<file path="src/rtl/pipeline_ctrl_pkg.sv">
// Shared stall-vector constants, stall bit indices and controller FSM state type
// for the five-stage pipeline.
package pipeline_ctrl_pkg;

  localparam logic [5:0] STALL_NONE = 6'b000000;
  localparam logic [5:0] STALL_ID   = 6'b000111;
  localparam logic [5:0] STALL_EX   = 6'b001111;
  localparam logic [5:0] STALL_MEM  = 6'b011111;

  localparam int unsigned STALL_PC    = 0;
  localparam int unsigned STALL_IFID  = 1;
  localparam int unsigned STALL_IDEX  = 2;
  localparam int unsigned STALL_EXMEM = 3;
  localparam int unsigned STALL_MEMWB = 4;
  localparam int unsigned STALL_WB    = 5;

  typedef enum logic {
    CTRL_RUN,
    CTRL_FLUSH
  } ctrl_state_t;

  // The latest requesting stage wins: it freezes itself and everything upstream.
  function automatic logic [5:0] stall_encode(input logic id, input logic ex, input logic mem);
    logic [5:0] v;
    if (mem)     v = STALL_MEM;
    else if (ex) v = STALL_EX;
    else if (id) v = STALL_ID;
    else         v = STALL_NONE;
    return v;
  endfunction

endpackage

</file>
<file path="src/rtl/pipeline_ctrl_stall_watchdog.sv">
// Counts consecutive stalled cycles and raises a sticky timeout flag once the
// count reaches STALL_LIMIT.
module stall_watchdog
  import pipeline_ctrl_pkg::*;
#(
  parameter int unsigned STALL_LIMIT = 64
) (
  input  logic clk,
  input  logic rst,
  input  logic stall_active_i,
  input  logic flush_i,
  output logic stall_timeout_o
);

  localparam logic [7:0] LIMIT = 8'(STALL_LIMIT);

  logic [7:0] cnt_q, cnt_d;
  logic       timeout_q, timeout_d;

  always_comb begin
    cnt_d = '0;
    if (stall_active_i && !flush_i) begin
      cnt_d = (cnt_q == LIMIT) ? cnt_q : cnt_q + 8'd1;
    end
    timeout_d = timeout_q | (cnt_d == LIMIT);
  end

  always_ff @(posedge clk or negedge rst) begin
    if (!rst) begin
      cnt_q     <= '0;
      timeout_q <= 1'b0;
    end else begin
      cnt_q     <= cnt_d;
      timeout_q <= timeout_d;
    end
  end

  assign stall_timeout_o = timeout_q;

endmodule

</file>
<file path="src/rtl/pipeline_ctrl.sv">
// Pipeline stall/flush controller: merges stage stall requests, sequences the
// exception/ERET flush and hosts the stall watchdog.
module pipeline_ctrl
  import pipeline_ctrl_pkg::*;
#(
  parameter int unsigned ADDR_W       = 32,
  parameter int unsigned FLUSH_CYCLES = 1,
  parameter int unsigned STALL_LIMIT  = 64
) (
  input  logic              clk,
  input  logic              rst,
  input  logic              stallreq_id,
  input  logic              stallreq_ex,
  input  logic              stallreq_mem,
  input  logic              excp_valid,
  input  logic              excp_eret,
  input  logic [ADDR_W-1:0] excp_vector,
  input  logic [ADDR_W-1:0] cp0_epc,
  output logic [5:0]        stall,
  output logic              flush,
  output logic [ADDR_W-1:0] new_pc,
  output logic              stall_timeout
);

  localparam logic [2:0] FLUSH_INIT = 3'(FLUSH_CYCLES - 1);

  ctrl_state_t       state_q, state_d;
  logic [2:0]        cnt_q, cnt_d;
  logic [ADDR_W-1:0] pc_q, pc_d;
  logic [ADDR_W-1:0] target;

  assign target = excp_eret ? cp0_epc : excp_vector;

  always_comb begin
    state_d = state_q;
    cnt_d   = cnt_q;
    pc_d    = pc_q;
    stall   = STALL_NONE;
    flush   = 1'b0;
    new_pc  = '0;
    unique case (state_q)
      CTRL_RUN: begin
        if (excp_valid) begin
          flush  = 1'b1;
          new_pc = target;
          pc_d   = target;
          if (FLUSH_CYCLES > 1) begin
            state_d = CTRL_FLUSH;
            cnt_d   = FLUSH_INIT;
          end
        end else begin
          stall = stall_encode(stallreq_id, stallreq_ex, stallreq_mem);
        end
      end
      CTRL_FLUSH: begin
        flush  = 1'b1;
        new_pc = pc_q;
        cnt_d  = cnt_q - 3'd1;
        if (cnt_q == 3'd1) state_d = CTRL_RUN;
      end
      default: state_d = CTRL_RUN;
    endcase
    // Outputs are combinational from the requests, so they must be forced
    // low explicitly while reset is held.
    if (!rst) begin
      stall  = STALL_NONE;
      flush  = 1'b0;
      new_pc = '0;
    end
  end

  always_ff @(posedge clk or negedge rst) begin
    if (!rst) begin
      state_q <= CTRL_RUN;
      cnt_q   <= '0;
      pc_q    <= '0;
    end else begin
      state_q <= state_d;
      cnt_q   <= cnt_d;
      pc_q    <= pc_d;
    end
  end

  stall_watchdog #(
    .STALL_LIMIT(STALL_LIMIT)
  ) u_watchdog (
    .clk            (clk),
    .rst            (rst),
    .stall_active_i (|stall),
    .flush_i        (flush),
    .stall_timeout_o(stall_timeout)
  );

endmodule

</file>
<file path="config.mk">
export PLATFORM = sky130hd
export DESIGN_NAME = pipeline_ctrl
export DESIGN_NICKNAME = d
export VERILOG_FILES = /design/src/rtl/pipeline_ctrl_pkg.sv /design/src/rtl/pipeline_ctrl_stall_watchdog.sv /design/src/rtl/pipeline_ctrl.sv
export SDC_FILE = /design/constraint.sdc
export NUM_CORES = 1
export LEC_CHECK = 0
export BUFFER_PORTS_ARGS = -buffer_cell sky130_fd_sc_hd__buf_2
export CAP_MARGIN = 15
export CORE_MARGIN = 2
export CORE_UTILIZATION = 49
export DETAILED_ROUTE_END_ITERATION = 16
export PLACE_DENSITY_LB_ADDON = 0.08
export SKIP_CTS_REPAIR_TIMING = 1
export SYNTH_ARGS = -nofsm -noshare
export SYNTH_HDL_FRONTEND = slang
export SYNTH_SLANG_ARGS = --single-unit
</file>
<file path="constraint.sdc">
create_clock -name clk -period 2.2 [get_ports clk]
set_input_delay 0.44 -clock clk [delete_from_list [all_inputs] [get_ports clk]]
set_output_delay 0.44 -clock clk [all_outputs]
set_load 0.02 [all_outputs]
</file>
==> impl_metrics.tcl <==
set metrics [dict create \
    grt_pass1_wl_um 9432 \
    clk_latency_ps 300 \
    cp_top_family "simple AND/OR/NAND/NOR gates" \
    via_per_inst 5.107 \
    fp.dieH_um 78.65 \
    finalNetCount 470 \
    period_share_pct 95.07 \
    num_io_pins 111 \
    drtAntennaViolNets 0 \
    start_kind "register" \
    maxCapViolCount 0 \
    fp-row-count 27 \
    routed-via-count 2390 \
    clk_path_buf_depth 2 \
    rr_startpoint "u_watchdog.cnt_q[1]" \
    core_um2 5439 \
    hold_class "primary input to async pin" \
    ir_worst_vdd_uv 317.9 \
    min_period_ps 2092 \
    die_w_um 78.65 \
    dp_hpwl_um 4135 \
    drive_above_1_share_pct 33.59 \
    total_power_mw 1.972 \
    syn_avg_cell_area_um2 9.318 \
    grt_pass1_vias 2189 \
    area_delta_synth_final_pct 28.23 \
    ys_warn_count 0 \
    grt-ovfl-total 0 \
    finalHoldViolCount 0 \
    synth_nets 368 \
    drtIter0Drc 85 \
    insertedDiodeCount 0 \
    initial_core_util_pct 50.20 \
    synth_top_area_share_pct 41.25 \
    cp.required_ps 1760 \
    synth_cell_types 34 \
    finalSetupViolations 0 \
    cts_root_buf "clkbuf_8" \
    crit_type "register to output port" \
    syn-cell-area_um2 2730 \
    cp.depth 6 \
    grt_max_degree 59 \
    track_usage_pct 18.81 \
    clock-sinks 45 \
    crit_path_end "new_pc[17]" \
    r2r_cells 6 \
    rrSetupSlack_ps 270 \
    slew_viol_final 0 \
    pwr_density_cell_nw_per_um2 563.3 \
    synth_top_area_cell "dfrtp_1" \
    cp-end-kind "output port" \
    die-area_um2 6185 \
    syn_inst 293 \
    path_buf_inv 2 \
    synth_edf_count 0 \
    cp_max_fo 29 \
    synth_seq_area_share_pct 41.25 \
    crit_arrival_ps 1650 \
    leakage_nw 1.947 \
    critical_path.startpoint "state_q" \
    cts_tree "done" \
    rr_endpoint "u_watchdog.stall_timeout_o" \
    ys_async_sr_fraction_pct 100.0 \
    crit_slowest_cell "dfrtp_1" \
    ys_seq_elements 45 \
    drc 0 \
    path_cells "nand2b_4 > buf_12 > nor2_1 > a21oi_1 > nor2b_1 > buf_2" \
    wl_per_cell_um 12.75 \
    htreeDepth 2 \
    dr.pass1.iters 4 \
    routed_wl_um 5969 \
    whs_ps 160.9 \
    cts_made_buffers 5 \
    finClkSkew_ps 6.418 \
    max_freq_mhz 478.1 \
    buffer_ports.inserted 109 \
    cp_slowest_stage_delay_ps 410 \
    synth.top_cells.by_area "dfrtp_1 (41%), mux2i_1 (12%), a21o_1 (9.1%), nor2b_1 (7.6%), a21oi_1 (6.0%)" \
    gp_congestion 0.8778 \
    synth_ff_type "dfrtp_1" \
    path_clk_slew_ps 80 \
    utilization_pct 64.37 \
    antenna_found_initial 0 \
    status "complete, no violations" \
]
==> metal layers <==
layer | GRT usage [%] | up-vias | wire [um]
met3 | 2.989 | 9 | 263
li1 | - | 1190 | -
met2 | 32.14 | 68 | 2972
met1 | 24.26 | 1123 | 2652
met5 | 0 | - | 0
met4 | 6.316 | 0 | 80
==> registers in the layout (all words and copies together) (netlist names) <==
name,flops
cnt_q,3
pc_q,32
u_watchdog.stall_timeout_o,1
state_q,1
u_watchdog.cnt_q,8
==> worst min path at each step <==
| stage | from | endpoint | cells past startpoint |
|---|---|---|---|
| global route | rst | pc_q[1] | 2 |
| detailed placement | rst | u_watchdog.cnt_q[1] | 1 |
| CTS | rst | u_watchdog.cnt_q[1] | 1 |
| floorplan | rst | cnt_q[0] | 0 |
| finish | rst | pc_q[4] | 2 |
| global placement | rst | u_watchdog.cnt_q[1] | 1 |
==> power by group <==
group          switching (mW)  leakage (nW)  internal (mW)
clock                   0.272        0.0585          0.370
combinational           0.209          1.32          0.193
sequential             0.0368         0.569          0.891
==> through the flow <==
stage	TNS [ps]	instance area, um2	worst slack [ps]	std cells
after global placement	0	3334	281.2	458
after global routing	-5.051	3501	-5.051	468
after CTS	-3.523	3451	-3.523	466
after floorplan	0	2730	272.0	293
after detailed placement	0	3334	241.6	458
final	0	3501	108.5	468
==> logic make-up (layout without fill, tap and decap cells) <==
group                    Yosys count  after routing  synth area share (%)
adder cells (fa/ha/maj)            4              4                 1.833
flip-flops                        45             45                 41.25
buffers and inverters             30            133                 5.500
other                              1              1                0.1374
XOR/XNOR                          10             10                 3.208
AO/OA/AOI/OAI                     73             73                 17.55
multiplexers                      33             33                 12.10
AND/OR/NAND/NOR                   97             97                 18.42
==> synth_stat cells (5+ instances only) <==
master,n
nor2b_1,33
inv_1,7
nand2_1,5
clkbuf_1,5
dfrtp_1,45
buf_2,12
nor2_1,44
a21oi_1,33
a21o_1,33
xor2_1,6
mux2i_1,33
==> placed cells by master (no fill, tap or decap), drive strengths merged <==
| cell type | instances |
|---|---|
| o22ai | 1 |
| o211a | 1 |
| a41o | 1 |
| nand2b | 2 |
| nand4 | 2 |
| or2 | 1 |
| a21oi | 33 |
| and2 | 1 |
| nor4b | 1 |
| a21boi | 1 |
| nor2b | 33 |
| mux2i | 33 |
| o211ai | 1 |
| xor2 | 6 |
| and3 | 1 |
| clkbuf | 8 |
| dfrtp | 45 |
| buf | 116 |
| xnor2 | 4 |
| a221oi | 1 |
| inv | 7 |
| nor2 | 45 |
| conb | 1 |
| nand2 | 5 |
| and4 | 1 |
| bufinv | 1 |
| ha | 4 |
| a21o | 33 |
| nand3 | 5 |
| o311ai | 1 |
| dlygate4sd3 | 1 |
==> final cells by class <==
class	count	area, um2
clock inverters	1	30.03
inverters	7	26.28
clock buffers	7	86.33
multi-input cells	218	1471
well taps	72	90.09
flip-flops and latches	45	1126
repair buffers	118	670.6
fillers	490	1938
(Power assumes the default switching activity.)
